<file path="config.mk">
export PLATFORM = sky130hd
export DESIGN_NAME = uart_time_set_rx_flat
export DESIGN_NICKNAME = d
export VERILOG_FILES = /design/src/rtl/uart_pkg.sv /design/src/rtl/uart_time_set_rx_if.sv /design/src/rtl/uart_rx_byte.sv /design/src/rtl/uart_time_set_rx.sv /design/src/flat_wrapper.sv
export SDC_FILE = /design/constraint.sdc
export NUM_CORES = 1
export LEC_CHECK = 0
export ABC_AREA = 1
export ABC_CLOCK_PERIOD_IN_PS = 3190
export CAP_MARGIN = 20
export CORE_AREA = 2 2 82 84
export CTS_CLUSTER_DIAMETER = 120
export CTS_CLUSTER_SIZE = 14
export DETAILED_ROUTE_END_ITERATION = 7
export DIE_AREA = 0 0 84 86
export DONT_BUFFER_PORTS = 1
export PLACE_DENSITY = 0.85
export REMOVE_ABC_BUFFERS = 1
export SYNTH_ARGS = -nofsm -noshare
export SYNTH_HDL_FRONTEND = slang
export SYNTH_SLANG_ARGS = --single-unit
</file>
<file path="constraint.sdc">
create_clock -name clk -period 3.19 [get_ports clk]
set_input_delay 0.638 -clock clk [delete_from_list [all_inputs] [get_ports clk]]
set_output_delay 0.638 -clock clk [all_outputs]
set_load 0.02 [all_outputs]
</file>
<file path="src/rtl/uart_pkg.sv">
// Shared constants, state encodings and baud helpers for the serial
// time-setting receiver.
package uart_pkg;

  localparam logic [7:0] CH_T  = 8'h54;
  localparam logic [7:0] CH_CR = 8'h0D;
  localparam logic [7:0] CH_0  = 8'h30;

  typedef enum logic [2:0] {
    RX_IDLE,
    RX_START,
    RX_DATA,
    RX_STOP,
    RX_WAIT_HIGH
  } rx_state_t;

  // D0..D5 are consecutive so the digit position is state - PS_D0.
  typedef enum logic [2:0] {
    PS_WAIT_T,
    PS_D0,
    PS_D1,
    PS_D2,
    PS_D3,
    PS_D4,
    PS_D5,
    PS_WAIT_CR
  } ps_state_t;

  function automatic int unsigned calc_div(int unsigned clk_hz, int unsigned baud);
    return clk_hz / baud;
  endfunction

  function automatic int unsigned calc_half(int unsigned clk_hz, int unsigned baud);
    return calc_div(clk_hz, baud) / 2;
  endfunction

  // Largest value accepted at digit position pos (0 = hour tens).
  function automatic logic [3:0] digit_limit(logic [2:0] pos, logic [3:0] hour_tens);
    case (pos)
      3'd0:       return 4'd2;
      3'd1:       return (hour_tens == 4'd2) ? 4'd3 : 4'd9;
      3'd2, 3'd4: return 4'd5;
      default:    return 4'd9;
    endcase
  endfunction

endpackage

</file>
<file path="src/rtl/uart_time_set_rx_if.sv">
// Serial line input and time/status outputs of the time-setting receiver.
interface uart_time_set_rx_if;
  logic       rxd;
  logic       set_valid;
  logic [3:0] hour_h;
  logic [3:0] hour_l;
  logic [3:0] min_h;
  logic [3:0] min_l;
  logic [3:0] sec_h;
  logic [3:0] sec_l;
  logic       frame_err;
  logic       cmd_err;
  logic       busy;

  modport master (
    output rxd,
    input  set_valid, hour_h, hour_l, min_h, min_l, sec_h, sec_l,
    input  frame_err, cmd_err, busy
  );

  modport slave (
    input  rxd,
    output set_valid, hour_h, hour_l, min_h, min_l, sec_h, sec_l,
    output frame_err, cmd_err, busy
  );
endinterface

</file>
<file path="src/rtl/uart_rx_byte.sv">
// 8N1 byte receiver: 2-FF synchroniser, mid-bit sampling, stop-bit check.
module uart_rx_byte
  import uart_pkg::*;
#(
  parameter int unsigned CLK_HZ = 50_000_000,
  parameter int unsigned BAUD   = 115200
) (
  input  logic       clk,
  input  logic       clr,
  input  logic       rxd,
  output logic [7:0] byte_data,
  output logic       byte_valid,
  output logic       frame_err,
  output logic       busy
);

  localparam int unsigned DIV  = calc_div(CLK_HZ, BAUD);
  localparam int unsigned HALF = calc_half(CLK_HZ, BAUD);
  localparam int unsigned CW   = $clog2(DIV);
  localparam logic [CW-1:0] DIV_M1  = CW'(DIV - 1);
  localparam logic [CW-1:0] HALF_M1 = CW'(HALF - 1);

  logic [1:0]    sync_q;
  logic          rx_s;
  rx_state_t     state_q, state_d;
  logic [CW-1:0] cnt_q, cnt_d;
  logic [2:0]    bit_q, bit_d;
  logic [7:0]    shift_q, shift_d;
  logic          valid_q, valid_d;
  logic          ferr_q, ferr_d;

  assign rx_s = sync_q[1];

  // Two-stage synchroniser, idles high.
  always_ff @(posedge clk or negedge clr) begin
    if (!clr) sync_q <= '1;
    else      sync_q <= {sync_q[0], rxd};
  end

  // Receiver state and datapath registers.
  always_ff @(posedge clk or negedge clr) begin
    if (!clr) begin
      state_q <= RX_IDLE;
      cnt_q   <= '0;
      bit_q   <= '0;
      shift_q <= '0;
      valid_q <= 1'b0;
      ferr_q  <= 1'b0;
    end else begin
      state_q <= state_d;
      cnt_q   <= cnt_d;
      bit_q   <= bit_d;
      shift_q <= shift_d;
      valid_q <= valid_d;
      ferr_q  <= ferr_d;
    end
  end

  // Next-state: half-bit start check, then one sample per bit period.
  always_comb begin
    state_d = state_q;
    cnt_d   = cnt_q + CW'(1);
    bit_d   = bit_q;
    shift_d = shift_q;
    valid_d = 1'b0;
    ferr_d  = 1'b0;
    case (state_q)
      RX_IDLE: begin
        cnt_d = '0;
        if (!rx_s) state_d = RX_START;
      end
      RX_START: begin
        if (cnt_q == HALF_M1) begin
          cnt_d   = '0;
          bit_d   = '0;
          state_d = rx_s ? RX_IDLE : RX_DATA;
        end
      end
      RX_DATA: begin
        if (cnt_q == DIV_M1) begin
          cnt_d   = '0;
          shift_d = {rx_s, shift_q[7:1]};
          bit_d   = bit_q + 3'd1;
          if (bit_q == 3'd7) state_d = RX_STOP;
        end
      end
      RX_STOP: begin
        if (cnt_q == DIV_M1) begin
          cnt_d = '0;
          if (rx_s) begin
            valid_d = 1'b1;
            state_d = RX_IDLE;
          end else begin
            ferr_d  = 1'b1;
            state_d = RX_WAIT_HIGH;
          end
        end
      end
      RX_WAIT_HIGH: begin
        cnt_d = '0;
        if (rx_s) state_d = RX_IDLE;
      end
      default: begin
        cnt_d   = '0;
        state_d = RX_IDLE;
      end
    endcase
  end

  // The shift register is untouched until the next start bit is confirmed,
  // so it still holds the byte while byte_valid is high.
  assign byte_data  = shift_q;
  assign byte_valid = valid_q;
  assign frame_err  = ferr_q;
  assign busy       = (state_q != RX_IDLE);

endmodule

</file>
<file path="src/rtl/uart_time_set_rx.sv">
// Parses "T HH MM SS <CR>" from the serial line and presents BCD time
// with a one-cycle load strobe.
module uart_time_set_rx
  import uart_pkg::*;
#(
  parameter int unsigned CLK_HZ = 50_000_000,
  parameter int unsigned BAUD   = 115200
) (
  input logic              clk,
  input logic              clr,
  uart_time_set_rx_if.slave bus
);

  logic [7:0]      byte_data;
  logic            byte_valid;
  logic            frame_err;
  logic            busy;

  ps_state_t       state_q, state_d;
  logic [5:0][3:0] shadow_q, shadow_d;
  logic [5:0][3:0] digits_q, digits_d;
  logic            set_valid_q, set_valid_d;
  logic            cmd_err_q, cmd_err_d;
  logic            is_digit;
  logic [2:0]      pos;
  logic [3:0]      limit;
  ps_state_t       recover_state;

  uart_rx_byte #(
    .CLK_HZ(CLK_HZ),
    .BAUD  (BAUD)
  ) u_rx (
    .clk       (clk),
    .clr       (clr),
    .rxd       (bus.rxd),
    .byte_data (byte_data),
    .byte_valid(byte_valid),
    .frame_err (frame_err),
    .busy      (busy)
  );

  // Parser state, shadow digits and output registers.
  always_ff @(posedge clk or negedge clr) begin
    if (!clr) begin
      state_q     <= PS_WAIT_T;
      shadow_q    <= '0;
      digits_q    <= '0;
      set_valid_q <= 1'b0;
      cmd_err_q   <= 1'b0;
    end else begin
      state_q     <= state_d;
      shadow_q    <= shadow_d;
      digits_q    <= digits_d;
      set_valid_q <= set_valid_d;
      cmd_err_q   <= cmd_err_d;
    end
  end

  // Command grammar; a rejected byte is re-evaluated as if in WAIT_T.
  always_comb begin
    state_d       = state_q;
    shadow_d      = shadow_q;
    digits_d      = digits_q;
    set_valid_d   = 1'b0;
    cmd_err_d     = 1'b0;
    // ASCII '0'..'9' carry their value in the low nibble.
    is_digit      = (byte_data[7:4] == CH_0[7:4]) && (byte_data[3:0] <= 4'd9);
    pos           = state_q - PS_D0;
    limit         = digit_limit(pos, shadow_q[0]);
    recover_state = (byte_data == CH_T) ? PS_D0 : PS_WAIT_T;
    if (byte_valid) begin
      case (state_q)
        PS_WAIT_T: begin
          if (byte_data == CH_T) state_d = PS_D0;
        end
        PS_WAIT_CR: begin
          if (byte_data == CH_CR) begin
            digits_d    = shadow_q;
            set_valid_d = 1'b1;
            state_d     = PS_WAIT_T;
          end else begin
            cmd_err_d = 1'b1;
            state_d   = recover_state;
          end
        end
        default: begin
          if (is_digit && (byte_data[3:0] <= limit)) begin
            shadow_d[pos] = byte_data[3:0];
            state_d       = ps_state_t'(state_q + 3'd1);
          end else begin
            cmd_err_d = 1'b1;
            state_d   = recover_state;
          end
        end
      endcase
    end
  end

  assign bus.set_valid = set_valid_q;
  assign bus.cmd_err   = cmd_err_q;
  assign bus.frame_err = frame_err;
  assign bus.busy      = busy;
  assign bus.hour_h    = digits_q[0];
  assign bus.hour_l    = digits_q[1];
  assign bus.min_h     = digits_q[2];
  assign bus.min_l     = digits_q[3];
  assign bus.sec_h     = digits_q[4];
  assign bus.sec_l     = digits_q[5];

endmodule

</file>
<file path="src/flat_wrapper.sv">
// flat-port wrapper written by rule: the top's interface ports become plain ports
module uart_time_set_rx_flat import uart_pkg::*;
#(
  parameter int unsigned CLK_HZ = 50_000_000,
  parameter int unsigned BAUD   = 115200
)
  (clk, clr, bus_rxd, bus_set_valid, bus_hour_h, bus_hour_l, bus_min_h, bus_min_l, bus_sec_h, bus_sec_l, bus_frame_err, bus_cmd_err, bus_busy);
  uart_time_set_rx_if bus_i ();
  input logic clk;
  input logic clr;
  input wire logic [$bits(bus_i.rxd)-1:0] bus_rxd;
  output wire logic [$bits(bus_i.set_valid)-1:0] bus_set_valid;
  output wire logic [$bits(bus_i.hour_h)-1:0] bus_hour_h;
  output wire logic [$bits(bus_i.hour_l)-1:0] bus_hour_l;
  output wire logic [$bits(bus_i.min_h)-1:0] bus_min_h;
  output wire logic [$bits(bus_i.min_l)-1:0] bus_min_l;
  output wire logic [$bits(bus_i.sec_h)-1:0] bus_sec_h;
  output wire logic [$bits(bus_i.sec_l)-1:0] bus_sec_l;
  output wire logic [$bits(bus_i.frame_err)-1:0] bus_frame_err;
  output wire logic [$bits(bus_i.cmd_err)-1:0] bus_cmd_err;
  output wire logic [$bits(bus_i.busy)-1:0] bus_busy;
  assign bus_i.rxd = bus_rxd;
  assign bus_set_valid = bus_i.set_valid;
  assign bus_hour_h = bus_i.hour_h;
  assign bus_hour_l = bus_i.hour_l;
  assign bus_min_h = bus_i.min_h;
  assign bus_min_l = bus_i.min_l;
  assign bus_sec_h = bus_i.sec_h;
  assign bus_sec_l = bus_i.sec_l;
  assign bus_frame_err = bus_i.frame_err;
  assign bus_cmd_err = bus_i.cmd_err;
  assign bus_busy = bus_i.busy;
  uart_time_set_rx #(.CLK_HZ(CLK_HZ), .BAUD(BAUD)) u_core (.clk(clk), .clr(clr), .bus(bus_i));
endmodule
</file>
==> summary.md, run 1 <==
| Metric | Value |
|---|---|
| Status | complete, no violations |
| N_diodes | 0 |
| Largest net degree at the start of global routing | 79 |
| Ys flop type | dfrtp_1 |
| Critical path's top delay family | adder cells |
| Buf/Inv on CP | 4 |
| H-tree levels | 3 |
| Vias in the first global route | 2654 |
| Initial core utilization | 59.3% |
| Final Slew Violations | 0 |
| Die Wd | 84 um |
| #FFs+latches synth | 80 |
| Root Buffer | clkbuf_8 |
| CP Data Required Time | 3460 ps |
| Slew HR | 45.0% |
| Comb pwr share | 1.2% |
| GPL Wtd Cong | 0.870 |
| Number of synthesized flops with an enable pin | 0 |
| DR WL/cell | 13.4 um |
| Period minus WS final | 2850 ps |
| Critical path class | reg -> reg |
| P_sw | 371 uW |
| Mean Syn Cell Area | 8.97 sq um |
| Post-layout power | 1930 uW |
| Synth area leaders | dfrtp_1, nand2_1, ha_1, inv_1, o21ai_1 |
| Dominant cell type by area after synthesis | dfrtp_1 |
| Routed WL | 6750 um |
| Compound-Gate Fraction of Synth Area | 7.50% |
| Clock sinks | 80 |
| Sequential share of the synthesized area | 53.9% |
| Post-CTS setup buffer count | 0 |
| Fraction of the mapped netlist area in simple logic gates | 26.7% |
| Vias per cell | 5.37 |
| Worst path max stage delay | 510 ps |
| Core area | 0.00628 sq mm |
| Die Y | 86 um |
| Initial antenna violation count | 0 |
| Reg2reg start | u_core.state_q[0] |
| I/O pin cnt | 31 |
| Placed Cells incl. Taps | 487 |
| GRT Util Overall | 20.7% |
| Share of cells above drive strength 1 | 10.8% |
| Min-Delay Path Class | in -> async |
| Setup TNS | 0 ps |
| Combinational family with the most area after synthesis | simple AND/OR/NAND/NOR gates |
| Post-Synth Adder-Cell Area | 5.04% |
| Critical path, cell by cell | inv_1, ha_1, ha_1, inv_1, o21ai_0, nand3_1, ha_1, inv_1, nand2_1, nand2_1, nand2_1, nand2_1, nand2_1, nand2_2, clkinv_4, nand3_2, nand2_1, o21ai_1 |
| Max Root-Sink Buffers | 2 |
| Clock Latency Late Sink | 350 ps |
| Net Sw Frac | 19.2% |
| Peak VDD IR | 0.000311 V |
| Internal | 1560 uW |
| Synth cell types | 33 |
| Reg power frac | 52.6% |
| Clk pwr share | 46.2% |
| Worst Path Arrival | 3120 ps |
| Area grow syn2layout | 8.51% |
| Final period utilization | 89.3% |
| Crit end category | flip-flop |
| Crit-path slowest cell | dfrtp_1 |
| Fill count | 506 |
| Total of max-cap violations | 0 |
| Post-DP HPWL | 4580 um |
| Cell Area, Synth | 0.00372 sq mm |
| RSZ-0062 raised after global routing | false |
| Synth cell count leaders | nand2_1, dfrtp_1, inv_1, nor2_1, o21ai_1 |
| Input/output buffers | 0 |
| Critical R2R Capture | u_core.shadow_q[16] |
| CTS clk-pin slew, worst paths | 80 ps |
| CP startpoint kind | flip-flop |
| Post-Synth XOR/XNOR Area | 1.18% |
| Power Dens Cells | 478 mW/mm^2 |
| R2R setup slack | 340 ps |
| Yosys top cell area share | 52.5% |
| Hold Slack | 117 ps |
| Final setup viols | 0 |
| Fin nets | 440 |
| Synth async-reset ratio | 100% |
| Row count | 29 |
| TritonRoute pass-1 iters | 4 |
| Highest clock rate | 351 MHz |
| Worst slew pin tran | 824 ps |
| Number of CTS-inserted buffers | 9 |
| First-pass GRT wire length | 11800 um |
| Cells after Synth | 415 |
| Vias post-DR | 2707 |
| Worst reg-to-reg path cell count | 18 |
| Clock Skews | 6.45 ps |
| CTS tree | built |
| Leakage Power | 0.00205 uW |
| # resized after CTS | 0 |
| CP Max Fanout | 9 |
| Cell mode on critical path | nand2_1 |
| DRC Markers | 0 |
| Die area | 0.00722 sq mm |
| Fin cells | 504 |
| 1st-iter DRT viols | 115 |
| Overflow after GRT | 0 |
| Final Hold Vio Count | 0 |
| Cts hold-fix bufs | 1 |
| Mux cell area share after synthesis | 0% |
| Yosys warnings | 0 |
| Detail Route Antenna Nets | 0 |
| Most common cell in the netlist | nand2_1 |
stage by stage:
step	utilization [%]	worst slack, ps	instance area, sq um
2_1_floorplan	-	736	3670
3_3_place_gp	60.0	588	3760
3_5_place_dp	60.0	409	3760
4_1_cts	64.3	369	4040
5_1_grt	64.3	141	4040
6_report	64.3	341	4040
registers in the layout (all words and copies together), names as in the netlist:
name,count
u_core.state_q,3
u_core.u_rx.state_q,3
u_core.u_rx.byte_data,8
u_core.bus.set_valid,1
u_core.bus.hour_l,4
u_core.u_rx.bit_q,3
u_core.bus.hour_h,4
u_core.u_rx.sync_q,2
u_core.shadow_q,24
u_core.bus.sec_l,4
u_core.bus.min_l,4
u_core.u_rx.frame_err,1
u_core.u_rx.byte_valid,1
u_core.bus.sec_h,4
u_core.bus.min_h,4
u_core.u_rx.cnt_q,9
u_core.bus.cmd_err,1
per-layer routing:
layer / global-route usage [%] / up-vias / part of all wire [%]
met1: 23.9 / 1281 / 43
li1: - / 1359 / -
met2: 36.5 / 51 / 51
met3: 4.52 / 16 / 3.1
met4: 10.1 / 0 / 2.4
met5: 0 / - / 0
power by group through the flow:
stage / Sequential (uW) / Clock (uW) / Combinational (uW)
2_1_floorplan: 1040 / 0 / 0.850
3_3_place_gp: 1040 / 0 / 1.02
3_5_place_dp: 1040 / 0 / 1.06
4_1_cts: 1020 / 914 / 23.8
5_1_grt: 1020 / 968 / 26.3
6_report: 1020 / 893 / 22.2
cell usage in the layout (no fill, tap or decap), types with 2 or more instances in the layout:
cell       instances
xor2_1             3
nor2_1            29
a21oi_1            5
nor2_8             2
clkbuf_8          10
ha_1              15
dfstp_2            2
nand4_1           11
clkinv_4           2
xnor2_1            2
nand3_1            8
bufinv_16          3
nor3_2             4
inv_1             34
dfrtp_1           78
nand3_2            5
o21ai_0           20
inv_2              6
o21ai_1           25
nand2_1          145
nor2_2             3
worst max-delay path by stage:
stage / start / endpoint / slack [ps] / cells past startpoint
final: u_core.state_q[0] / u_core.shadow_q[16] / 340 / 18
after detailed placement: u_core.state_q[0] / u_core.shadow_q[20] / 410 / 16
after global placement: u_core.state_q[0] / u_core.shadow_q[20] / 590 / 17
after CTS: u_core.state_q[0] / u_core.shadow_q[16] / 370 / 16
after global routing: u_core.state_q[0] / u_core.shadow_q[16] / 140 / 17
after floorplan: u_core.state_q[0] / u_core.shadow_q[12] / 740 / 17
cell families (layout without fill, tap and decap cells):
group                      count (synthesis)  in the layout
and+or+nand+nor                          215            215
buffers and inverters                     46             58
AOI/OAI and AO/OA                         54             54
DFF                                       80             80
xor gates and xnor gates                   5              5
adders and majority gates                 15             15
final cells by class:
class                           instances  area (sq um)  area share (%)
Clock inverter                          5           104            2.57
Clock buffer                           11           141            3.50
Tap cell                               77          96.3            2.39
Inverter                               41           159            3.94
Timing Repair Buffer                    1          27.5           0.682
Multi-Input combinational cell        289          1510            37.3
Sequential cell                        80          2000            49.6
No activity file was read; power rests on OpenSTA's default activity.
==> run 2: changes to the inputs <==
--- a/config.mk
+++ b/config.mk
@@ -14,7 +14,7 @@
 export DETAILED_ROUTE_END_ITERATION = 7
 export DIE_AREA = 0 0 84 86
 export DONT_BUFFER_PORTS = 1
-export PLACE_DENSITY = 0.85
+export PLACE_DENSITY = 0.7
 export REMOVE_ABC_BUFFERS = 1
 export SYNTH_ARGS = -nofsm -noshare
 export SYNTH_HDL_FRONTEND = slang
==> summary.md, run 2 (synthesized netlist as in run 1, its figures left out) <==
| Metric | Value |
|---|---|
| CP Max Fanout | 9 (unchanged) |
| Core area | 0.00628 sq mm (unchanged) |
| 1st-iter DRT viols | 162 (+41%) |
| Vias post-DR | 2649 (-2.1%) |
| Setup TNS | 0 ps (unchanged) |
| Worst slew pin tran | 818 ps (-5.99 ps) |
| Row count | 29 (unchanged) |
| DP Area | 0.00376 sq mm (unchanged) |
| Routed WL | 6840 um (+1.4%) |
| Post-CTS setup buffer count | 0 (unchanged) |
| Most flops, register | u_core.shadow_q |
| Overflow after GRT | 0 (unchanged) |
| GPL Wtd Cong | 0.903 (+3.9%) |
| Cell mode on critical path | nand2_1 |
| Clock Skews | 10.8 ps (+4.38 ps) |
| Largest registers | u_core.shadow_q (24), u_core.u_rx.cnt_q (9), u_core.u_rx.byte_data (8) |
| GRT Util Overall | 21.3% (+0.68 points) |
| I/O pin cnt | 31 (unchanged) |
| Crit-path slowest cell | dfrtp_1 |
| Root Buffer | clkbuf_8 |
| Die Wd | 84 um (unchanged) |
| DR WL/cell | 13.6 um (+1.4%) |
| Fin nets | 440 (unchanged) |
| Commonest non-fill, non-tap cells in the layout | nand2_1, dfrtp_1, inv_1 |
| Critical path, cell by cell | inv_1, ha_1, ha_1, inv_1, o22ai_1, nand2_1, ha_1, nand2_1, nand2_1, nand2_1, nand2_1, nand2_1, nand2_2, clkinv_4, nand3_2, nand2_1, o21ai_1 |
| CP Data Required Time | 3410 ps (-50 ps) |
| Detail Route Antenna Nets | 0 (unchanged) |
| Clock sinks | 80 (unchanged) |
| CTS tree | built |
| Post-DP HPWL | 4630 um (+1.1%) |
| Internal | 1400 uW (-10%) |
| Final period utilization | 87.0% (-2.3 points) |
| CTS clk-pin slew, worst paths | 80 ps (about the same) |
| Final setup viols | 0 (unchanged) |
| Largest net degree at the start of global routing | 79 (unchanged) |
| Number of CTS-inserted buffers | 9 (unchanged) |
| Worst Path Arrival | 3000 ps (-120 ps) |
| First-pass GRT wire length | 11900 um (+0.99%) |
| DRC Markers | 0 (unchanged) |
| Highest clock rate | 360 MHz (+2.6%) |
| TritonRoute pass-1 iters | 4 (unchanged) |
| Die area | 0.00722 sq mm (unchanged) |
| Initial core utilization | 59.3% (unchanged) |
| Leakage Power | 0.00203 uW (-1.2%) |
| Fill count | 548 (+8.3%) |
| Reg power frac | 57.4% (+4.8 points) |
| Final Hold Vio Count | 0 (unchanged) |
| Max Root-Sink Buffers | 2 (unchanged) |
| Share of cells above drive strength 1 | 10.8% (unchanged) |
| Status | complete, no violations |
| Vias per cell | 5.26 (-2.1%) |
| Initial antenna violation count | 0 (unchanged) |
| Crit end category | flip-flop |
| Net Sw Frac | 20.9% (+1.7 points) |
| Min-Delay Path Class | in -> async |
| Final instance area | 0.00399 sq mm (-1.2%) |
| Die Y | 86 um (unchanged) |
| Critical path class | reg -> reg |
| Slew HR | 45.4% (+0.40 points) |
| Vias in the first global route | 2604 (-1.9%) |
| Clk pwr share | 41.4% (-4.8 points) |
| P_sw | 371 uW (about the same) |
| Area grow syn2layout | 7.23% |
| Period minus WS final | 2780 ps (-73.3 ps) |
| Total of max-cap violations | 0 (unchanged) |
| Max reg flops | 24 (unchanged) |
| H-tree levels | 3 (unchanged) |
| Power Dens Cells | 444 mW/mm^2 (-7.2%) |
| CP startpoint kind | flip-flop |
| Peak VDD IR | 0.000330 V (+6.3%) |
| Clock Latency Late Sink | 350 ps (about the same) |
| Worst path max stage delay | 490 ps (-20 ps) |
| Final Slew Violations | 0 (unchanged) |
| Commonest non-fill, non-tap cell in the layout | nand2_1 |
| Input/output buffers | 0 (unchanged) |
| N_diodes | 0 (unchanged) |
| RSZ-0062 raised after global routing | false |
| Comb pwr share | 1.3% (about the same) |
==> run 2: changes by cell type in the layout (fill, tap and decap cells not counted) <==
cell,previous run,this run
clkinvlp_4,0,1
clkinv_2,1,2
bufinv_16,3,1
==> run 2: per-layer routing <==
layer / wire length (um) / vias to the layer above / track usage [%]
met5: 0 / - / 0
met2: 3400 / 45 / 37.2
met3: 216 / 11 / 4.62
met1: 3100 / 1245 / 25.7
li1: - / 1348 / -
met4: 120 / 0 / 9.38
==> run 2: what timing repair did <==
item	in CTS	in global routing
hold buffers	1	0
setup endpoints to repair	0	0
hold endpoints to repair	78	0
gates resized for setup	0	0
==> run 2: final timing paths <==
path	start	end	slack (ps)	cells after the start
max	u_core.state_q[0]	u_core.shadow_q[8]	410	17
max in group asynchronous	clr	u_core.u_rx.state_q[1]	2690	1
min reg2reg	u_core.u_rx.sync_q[0]	u_core.u_rx.sync_q[1]	360	0
min in group clk	bus_rxd	u_core.u_rx.sync_q[0]	280	0
min	clr	u_core.u_rx.sync_q[0]	130	0
max reg2reg	u_core.state_q[0]	u_core.shadow_q[8]	410	17
==> run 2: cell type report <==
class | instances | area, sq um | area share [%]
clock inverter | 5 | 56.3 | 1.41
timing repair buffer | 1 | 27.5 | 0.690
sequential | 80 | 2000 | 50.2
tap | 77 | 96.3 | 2.41
clock buffer | 11 | 141 | 3.54
inverter | 41 | 159 | 3.98
multi-input combinational | 289 | 1510 | 37.7
==> run 2: worst max-delay path, delay by kind of cell (launching register included) <==
| family | cells | cell delay, ps |
|---|---|---|
| compound gates | 2 | 220 |
| fa+ha+maj | 3 | 860 |
| buf+inv | 3 | 350 |
| flops | 1 | 490 |
| simple gates | 9 | 740 |
==> run 2: stage by stage <==
step                total power, uW  hold slack [ps]  util (%)  setup WS, ps  instances
global placement               1040              344      60.0           489        487
global route                   1840              105      63.6          81.3        504
detailed placement             1040              344      60.0           458        487
finish                         1770              128      63.6           414        504
CTS                            1800              110      63.6           406        504
floorplan                      1040              342         -           736        410
==> run 2: power by group through the flow <==
stage          logic [uW]  clock network (uW)  registers [uW]
6_report             22.7                 733            1020
3_5_place_dp         1.06                   0            1040
3_3_place_gp         1.09                   0            1040
4_1_cts              24.3                 755            1020
5_1_grt              27.2                 793            1020
2_1_floorplan       0.850                   0            1040
==> run 3: changes to the inputs <==
--- a/config.mk
+++ b/config.mk
@@ -6,15 +6,16 @@
 export NUM_CORES = 1
 export LEC_CHECK = 0
 export ABC_AREA = 1
-export ABC_CLOCK_PERIOD_IN_PS = 3190
 export CAP_MARGIN = 20
-export CORE_AREA = 2 2 82 84
+export CELL_PAD_IN_SITES_DETAIL_PLACEMENT = 1
+export CELL_PAD_IN_SITES_GLOBAL_PLACEMENT = 2
+export CORE_AREA = 2 2 115 117
 export CTS_CLUSTER_DIAMETER = 120
 export CTS_CLUSTER_SIZE = 14
 export DETAILED_ROUTE_END_ITERATION = 7
-export DIE_AREA = 0 0 84 86
+export DIE_AREA = 0 0 117 119
 export DONT_BUFFER_PORTS = 1
-export PLACE_DENSITY = 0.7
+export PLACE_DENSITY = 0.58
 export REMOVE_ABC_BUFFERS = 1
 export SYNTH_ARGS = -nofsm -noshare
 export SYNTH_HDL_FRONTEND = slang
==> summary.md, run 3 (synthesized netlist as in run 1, its figures left out) <==
| Metric | Value |
|---|---|
| Status | complete, no violations |
| Fill count | 1495 (+170%) |
| Post-DP HPWL | 5780 um (+25%) |
| Clock Skews | 12.4 ps (+1.53 ps) |
| I/O pin cnt | 31 (unchanged) |
| Number of CTS-inserted buffers | 9 (unchanged) |
| First-pass GRT wire length | 14600 um (+23%) |
| TritonRoute pass-1 iters | 4 (unchanged) |
| Final Slew Violations | 0 (unchanged) |
| Fin nets | 441 (+0.23%) |
| Final period utilization | 89.1% (+2.1 points) |
| Worst reg-to-reg path cell count | 17 (unchanged) |
| Period minus WS final | 2840 ps (+67.0 ps) |
| Die area | 0.0139 sq mm (+93%) |
| R2R setup slack | 350 ps (-70 ps) |
| Row count | 42 (+45%) |
| Vias per cell | 4.39 (-16%) |
| Root Buffer | clkbuf_16 |
| Share of cells above drive strength 1 | 10.7% (-0.025 points) |
| Hold Slack | 142 ps (+14.5 ps) |
| Worst path max stage delay | 490 ps (about the same) |
| Detail Route Antenna Nets | 0 (unchanged) |
| Setup TNS | 0 ps (unchanged) |
| CP startpoint kind | flip-flop |
| Core area | 0.0129 sq mm (+110%) |
| Post-CTS setup buffer count | 0 (unchanged) |
| Input/output buffers | 0 (unchanged) |
| Critical path, cell by cell | inv_1, ha_1, ha_1, inv_1, o22ai_1, nand2_1, ha_1, nand2_1, nand2_1, nand2_1, nand2_1, nand2_1, nand2_2, clkinv_4, nand3_2, nand2_1, o21ai_1 |
| Largest registers | u_core.shadow_q (24), u_core.u_rx.cnt_q (9), u_core.u_rx.byte_data (8) |
| DRC Markers | 0 (unchanged) |
| Clock Latency Late Sink | 350 ps (about the same) |
| Commonest non-fill, non-tap cell in the layout | nand2_1 |
| N_diodes | 0 (unchanged) |
| Worst slew pin tran | 731 ps (-87.0 ps) |
| Reg2reg start | u_core.state_q[0] |
| Area grow syn2layout | 14.1% |
| DP Worst Slack | 343 ps (-115 ps) |
| Routed WL | 8580 um (+25%) |
| CP Data Required Time | 3420 ps (about the same) |
| Slew HR | 51.1% (+5.7 points) |
| Leakage Power | 0.00209 uW (+2.9%) |
| Highest clock rate | 352 MHz (-2.4%) |
| # resized after CTS | 0 (unchanged) |
| Most flops, register | u_core.shadow_q |
| Peak VDD IR | 0.000272 V (-18%) |
| CTS clk-pin slew, worst paths | 60 ps (-20 ps) |
| Die Y | 119 um (+38%) |
| Final Util | 33.0% (-31 points) |
| Critical path class | reg -> reg |
| Worst Path Arrival | 3070 ps (+70 ps) |
| Initial core utilization | 28.9% (-30 points) |
| Largest net degree at the start of global routing | 79 (unchanged) |
| Initial antenna violation count | 0 (unchanged) |
| Final worst slack | 347 ps (-67.0 ps) |
| Crit path from | u_core.state_q[0] |
| Final setup viols | 0 (unchanged) |
| Final Hold Vio Count | 0 (unchanged) |
| 1st-iter DRT viols | 92 (-43%) |
| GPL Wtd Cong | 0.731 (-19%) |
| CP Max Fanout | 9 (unchanged) |
| DR WL/cell | 14.2 um (+4.7%) |
| RSZ-0062 raised after global routing | false |
| Overflow after GRT | 0 (unchanged) |
| Max Root-Sink Buffers | 2 (unchanged) |
| Clock sinks | 80 (unchanged) |
| H-tree levels | 3 (unchanged) |
| Capture point of the worst path | u_core.shadow_q[9] |
| Die Wd | 117 um (+39%) |
| Critical R2R Capture | u_core.shadow_q[9] |
| Crit end category | flip-flop |
| Power Dens Cells | 512 mW/mm^2 (+15%) |
| GRT Util Overall | 13.9% (-7.4 points) |
| CTS tree | built |
| Commonest non-fill, non-tap cells in the layout | nand2_1, dfrtp_1, inv_1 |
| Max reg flops | 24 (unchanged) |
| Total of max-cap violations | 0 (unchanged) |
| Crit-path slowest cell | dfrtp_1 |
| Min-Delay Path Class | in -> async |
| Vias in the first global route | 2881 (+11%) |
| Cell mode on critical path | nand2_1 |
| Vias post-DR | 2651 (+0.076%) |
run 3: power by group:
part           internal, uW  switching (uW)  leakage, uW
registers              1020           0.792      0.00110
clock network           710             422     0.000153
logic                  3.85            19.9     0.000839
total                  1730             443      0.00209
run 3: per-stage QoR:
stage	std cells	power [uW]	instance area, sq um
CTS	604	2210	4250
global route	604	2260	4250
global placement	587	1040	3900
finish	604	2170	4250
detailed placement	587	1040	3900
floorplan	410	1040	3670
run 3: timing repair:
action / 4_1_cts / 5_1_grt
endpoints found under the hold margin: 78 / 0
hold buffers: 1 / 0
setup endpoints to repair: 0 / 0
run 3: area by class of cell:
type	count	area [sq um]	area share (%)
Sequential cell	80	2000	47.2
Multi-Input combinational cell	289	1510	35.4
Clock buffer	12	246	5.80
Tap cell	176	220	5.19
Inverter	41	159	3.74
Clock inverter	4	76.3	1.80
Timing Repair Buffer	2	35.0	0.825
run 3: worst min path at each step:
stage | start | end | slack (ps) | cells past startpoint
2_1_floorplan | clr | u_core.bus.cmd_err | 340 | 0
3_3_place_gp | clr | u_core.bus.hour_h[3] | 340 | 0
3_5_place_dp | clr | u_core.bus.hour_h[1] | 350 | 0
4_1_cts | clr | u_core.u_rx.sync_q[0] | 130 | 0
5_1_grt | clr | u_core.u_rx.sync_q[1] | 120 | 0
6_report | clr | u_core.u_rx.sync_q[0] | 140 | 0
run 3: routing by layer:
metal  vias to the layer above  global-route usage, %  wire length [um]
li1                       1350                      -                 -
met1                      1259                   16.9              3980
met2                        31                   23.0              4140
met3                        11                   3.00               270
met4                         0                   6.84               201
met5                         -                      0                 0
run 3: critical path, delay by kind of cell, from the launching register on:
family | cells | cell delay, ps
adder cells (fa/ha/maj) | 3 | 880
AND/OR/NAND/NOR | 9 | 770
flip-flops | 1 | 490
buffers and inverters | 3 | 360
AO/OA/AOI/OAI | 2 | 210
==> RTL change 1: new RTL, config.mk and constraints of run 2 <==
Take the reset off `shift_q` and load it in a clocked block of its own.
--- a/src/rtl/uart_rx_byte.sv
+++ b/src/rtl/uart_rx_byte.sv
@@ -45,3 +45,2 @@
       bit_q   <= '0;
-      shift_q <= '0;
       valid_q <= 1'b0;
@@ -52,3 +51,2 @@
       bit_q   <= bit_d;
-      shift_q <= shift_d;
       valid_q <= valid_d;
@@ -56,2 +54,6 @@
     end
+  end
+
+  always_ff @(posedge clk) begin
+    shift_q <= shift_d;
   end
Function: same outputs for any inputs over 10 cycles, from zero or initial values; that may be too few to reach the edited logic, so the function may still have changed.
==> RTL change 1 against run 2 <==
- synthesized area is 0.27% higher
- clock skew hardly changed
- combinational power is 8% lower
- setup slack better by 0.022 ns
- design area is 1.3% higher
- sequential cell count stayed put
- worst hold slack better by 0.0041 ns
- global-route usage is 0.77 points lower
- total power is 4.7% higher
- core utilization is 0.84 points higher
- routed wire length is 1.3% lower
- critical path type unchanged
- highest routed layer unchanged
==> RTL change 1: results (changes against run 2) <==
| Metric | Value |
|---|---|
| Status | completed |
| First-pass GRT wire length | 11610 µm (-2.4%) |
| Clock Skew | 0.01081 ns (-0.00001900 ns) |
| Fin Hold WS | 0.1318 ns (+0.004072 ns) |
| Leakage | 0.001971 µW (-2.9%) |
| Seq/Total Area, Yosys | 0.5480 (+0.009286) |
| Max Fclk | 363.1 MHz (+0.81%) |
| Post-synth EDFFs | 8 (+8) |
| R2R Setup Slk | 0.44 ns (+0.02 ns) |
| Unique cell type count in the Yosys netlist | 35 (+6.1%) |
| Met1 usage | 0.2451 (-0.01173) |
| Worst EP arrival | 2.97 ns (-0.03 ns) |
| Placed Area | 3797 µm² (+0.86%) |
| Routed wl met2 | 3432 µm (+0.85%) |
| Reg2reg end | u_core.shadow_q[5] |
| Met2 Use GR | 0.3593 (-0.01236) |
| HPWL Detailed | 4586 µm (-0.84%) |
| Wire per inst | 13.84 µm (+2.0%) |
| Worst R2R Path Depth | 16 (-1) |
| FILL cells | 490 (-11%) |
| Xor and xnor area share after synthesis | 0.01174 (-0.00003157) |
| Total placed cells including tap cells | 471 (-3.3%) |
| Ys async rst share | 0.9000 (-0.1000) |
| Met3 routed WL | 249 µm (+15%) |
| Slew headroom | 0.6498 (+0.1959) |
| Compound-Gate Fraction of Synth Area | 0.06606 (-0.008920) |
| Top cells by area, synth | dfrtp_1 47%, nand2_1 14%, edfxtp_1 6.4%, ha_1 5.0%, o21ai_1 3.4% |
| DRT iter0 DRCs | 93 (-43%) |
| Adder-cell area share of the yosys netlist | 0.05030 (-0.0001353) |
| Post-layout nets | 424 (-3.6%) |
| GPL Wtd Cong | 0.8699 (-3.7%) |
| Max VDD drop | 0.3445 mV (+4.3%) |
| M1 WL | 2909 µm (-6.2%) |
RTL change 1: cell types whose count changed in the layout (fill, tap and decap cells not counted), moves of 2 or more:
cell      change
o21ai_0       -9
nor2_2        +2
nand3_2       -4
nand3_4       +5
edfxtp_1      +8
nand2_1      -10
nand4_1       -2
inv_1         -3
dfrtp_1       -8
RTL change 1: power breakdown:
| group | internal, µW | switching, µW |
|---|---|---|
| sequential | 1030 | 0.850 |
| clock | 442 | 364 |
| combinational | 3.87 | 16.9 |
RTL change 1: final cells by class:
| class | count | area, µm² | share of cell area |
|---|---|---|---|
| clock buffer | 9 | 123.9 | 0.03064 |
| inverter | 39 | 158.9 | 0.03931 |
| multi-input combinational | 274 | 1490 | 0.3686 |
| sequential | 80 | 2044 | 0.5057 |
| tap | 77 | 96.34 | 0.02383 |
| clock inverter | 7 | 93.84 | 0.02321 |
| timing repair buffer | 2 | 35.03 | 0.008666 |
==> RTL change 2: new RTL, flow settings as in run 2 <==
Without the edit above. `BAUD` is set to 115200 in 3 places; all go to 230400.
--- a/src/rtl/uart_rx_byte.sv
+++ b/src/rtl/uart_rx_byte.sv
@@ -5,3 +5,3 @@
   parameter int unsigned CLK_HZ = 50_000_000,
-  parameter int unsigned BAUD   = 115200
+  parameter int unsigned BAUD   = 230400
 ) (
--- a/src/rtl/uart_time_set_rx.sv
+++ b/src/rtl/uart_time_set_rx.sv
@@ -6,3 +6,3 @@
   parameter int unsigned CLK_HZ = 50_000_000,
-  parameter int unsigned BAUD   = 115200
+  parameter int unsigned BAUD   = 230400
 ) (
--- a/src/flat_wrapper.sv
+++ b/src/flat_wrapper.sv
@@ -4,3 +4,3 @@
   parameter int unsigned CLK_HZ = 50_000_000,
-  parameter int unsigned BAUD   = 115200
+  parameter int unsigned BAUD   = 230400
 )
Formal check against the unedited RTL: no difference found for any inputs over 10 cycles, from zero or initial values; that may be too few to reach the edited logic, so the function may still have changed.
==> RTL change 2 against run 2 <==
- global-route usage increased by 0.16 points
- first-iteration DRC count decreased by 12%
- cell count decreased by 3.0%
- die area unchanged
- routed wire length decreased by 0.54%
- worst hold slack improved by 0.011 ns
- total power increased by 1.1%
- design area about the same
- synthesized area decreased by 0.30%
- setup slack improved by 0.0060 ns
- sequential cell count decreased by 1
- highest routed layer unchanged
==> RTL change 2: results (changes against run 2) <==
| Metric | Value |
|---|---|
| HPWL Detailed | 4539 µm (-1.9%) |
| FILL cells | 531 (-3.1%) |
| Total number of vias | 2592 (-2.2%) |
| First-pass GRT wire length | 12000 µm (+0.81%) |
| Xor and xnor area share after synthesis | 0.01180 (+0.00003572) |
| Top cells by area, synth | dfrtp_1 52%, nand2_1 14%, ha_1 4.7%, o21ai_1 3.8%, inv_1 3.2% |
| Setup Buffers After CTS | 0 (unchanged) |
| Unique cell type count in the Yosys netlist | 38 (+15%) |
| Total placed cells including tap cells | 472 (-3.1%) |
| Clock Skew | 0.01607 ns (+0.005243 ns) |
| Internal power | 1413 µW (+0.83%) |
| Mapped Avg Cell Area | 9.275 µm² (+3.4%) |
| Wire per inst | 13.91 µm (+2.5%) |
| Post-layout nets | 424 (-3.6%) |
| DRT iter0 DRCs | 142 (-12%) |
| Leakage | 0.001903 µW (-6.2%) |
| Slew @ Worst Pin | 0.7988 ns (-0.01945 ns) |
| Status | completed |
| Seq/Total Area, Yosys | 0.5336 (-0.005110) |
| Layout cells sized above 1 | 0.1262 (+0.01849) |
| Compound-Gate Fraction of Synth Area | 0.07892 (+0.003938) |
| Adder-cell area share of the yosys netlist | 0.04722 (-0.003220) |
| Largest net degree at the start of global routing | 78 (-1.3%) |
| Top flop regs | u_core.shadow_q x24, u_core.u_rx.byte_data x8, u_core.u_rx.cnt_q x8 |
| Top post-synthesis cells by count | 135 x nand2_1, 77 x dfrtp_1, 32 x inv_1 |
| Setup TNS | 0 ns (unchanged) |
| Vias in the first global route | 2575 (-1.1%) |
| Post-Route WL | 6804 µm (-0.54%) |
| Max VDD drop | 0.2887 mV (-13%) |
| Tot GR Track Use | 0.2151 (+0.001573) |
| GPL Wtd Cong | 0.9221 (+2.1%) |
==> RTL change 2: layer usage <==
metal | vias up | share of wire | global-route usage
li1 | 1303 | - | -
met1 | 1233 | 0.44 | 0.2613
met2 | 44 | 0.50 | 0.3636
met3 | 12 | 0.035 | 0.06352
met4 | 0 | 0.026 | 0.08504
met5 | - | 0 | 0
==> RTL change 2: final timing paths <==
kind,slack (ns),endpoint,from
setup reg to reg,0.42,u_core.shadow_q[14],u_core.state_q[0]
hold / removal,0.14,u_core.u_rx.sync_q[1],clr
hold reg to reg,0.36,u_core.u_rx.sync_q[1],u_core.u_rx.sync_q[0]
setup / recovery,0.42,u_core.shadow_q[14],u_core.state_q[0]
min in group clk,0.29,u_core.u_rx.sync_q[0],bus_rxd
max in group asynchronous,2.71,u_core.state_q[0],clr
==> RTL change 2: cell type report <==
class                   instances  area, µm²  area share
flip-flops and latches         79       1979      0.4965
clock buffers                  12      155.1     0.03892
clock inverters                 4      53.80     0.01350
inverters                      40      157.7     0.03955
multi-input cells             276       1516      0.3804
well taps                      77      96.34     0.02417
repair buffers                  1      27.53    0.006905
==> RTL change 2: power by group through the flow <==
stage / sequential (µW) / clock [µW] / combinational (µW)
3_5_place_dp: 1020 / 0 / 1.39
4_1_cts: 1000 / 781 / 24.6
2_1_floorplan: 1020 / 0 / 0.989
5_1_grt: 1000 / 823 / 26.9
3_3_place_gp: 1020 / 0 / 1.29
6_report: 1000 / 766 / 22.7
==> RTL change 2: stage by stage <==
step	cell area [µm²]	setup slack (ns)	hold WS (ns)	util	total power [µW]
floorplan	3654	0.7265	0.3424	-	1024
global placement	3750	0.4938	0.3440	0.5974	1025
detailed placement	3750	0.4172	0.3439	0.5974	1025
CTS	3986	0.4106	0.1197	0.6350	1810
global route	3986	0.07017	0.1084	0.6350	1854
finish	3986	0.4200	0.1389	0.6350	1792
==> RTL change 2: logic make-up (layout without fill, tap and decap cells) <==
group,count (synthesis),in the layout
fa+ha+maj,14,14
flops,79,79
buf+inv,45,57
xor+xnor,5,5
compound gates,53,53
simple gates,204,204
==> RTL change 2: critical path: stages, from the launching register on <==
cell and delay [ns]:
dfrtp_1 0.50, inv_1 0.16, ha_1 0.23, ha_1 0.33, inv_1 0.10, o22ai_1 0.15
nand2_1 0.08, ha_1 0.32, nand2_1 0.07, nand2_1 0.05, nand2_1 0.05, nand2_1 0.04
nand2_1 0.08, nand2_2 0.10, clkinv_4 0.13, nand3_4 0.12, nand2_1 0.09, o21ai_1 0.06
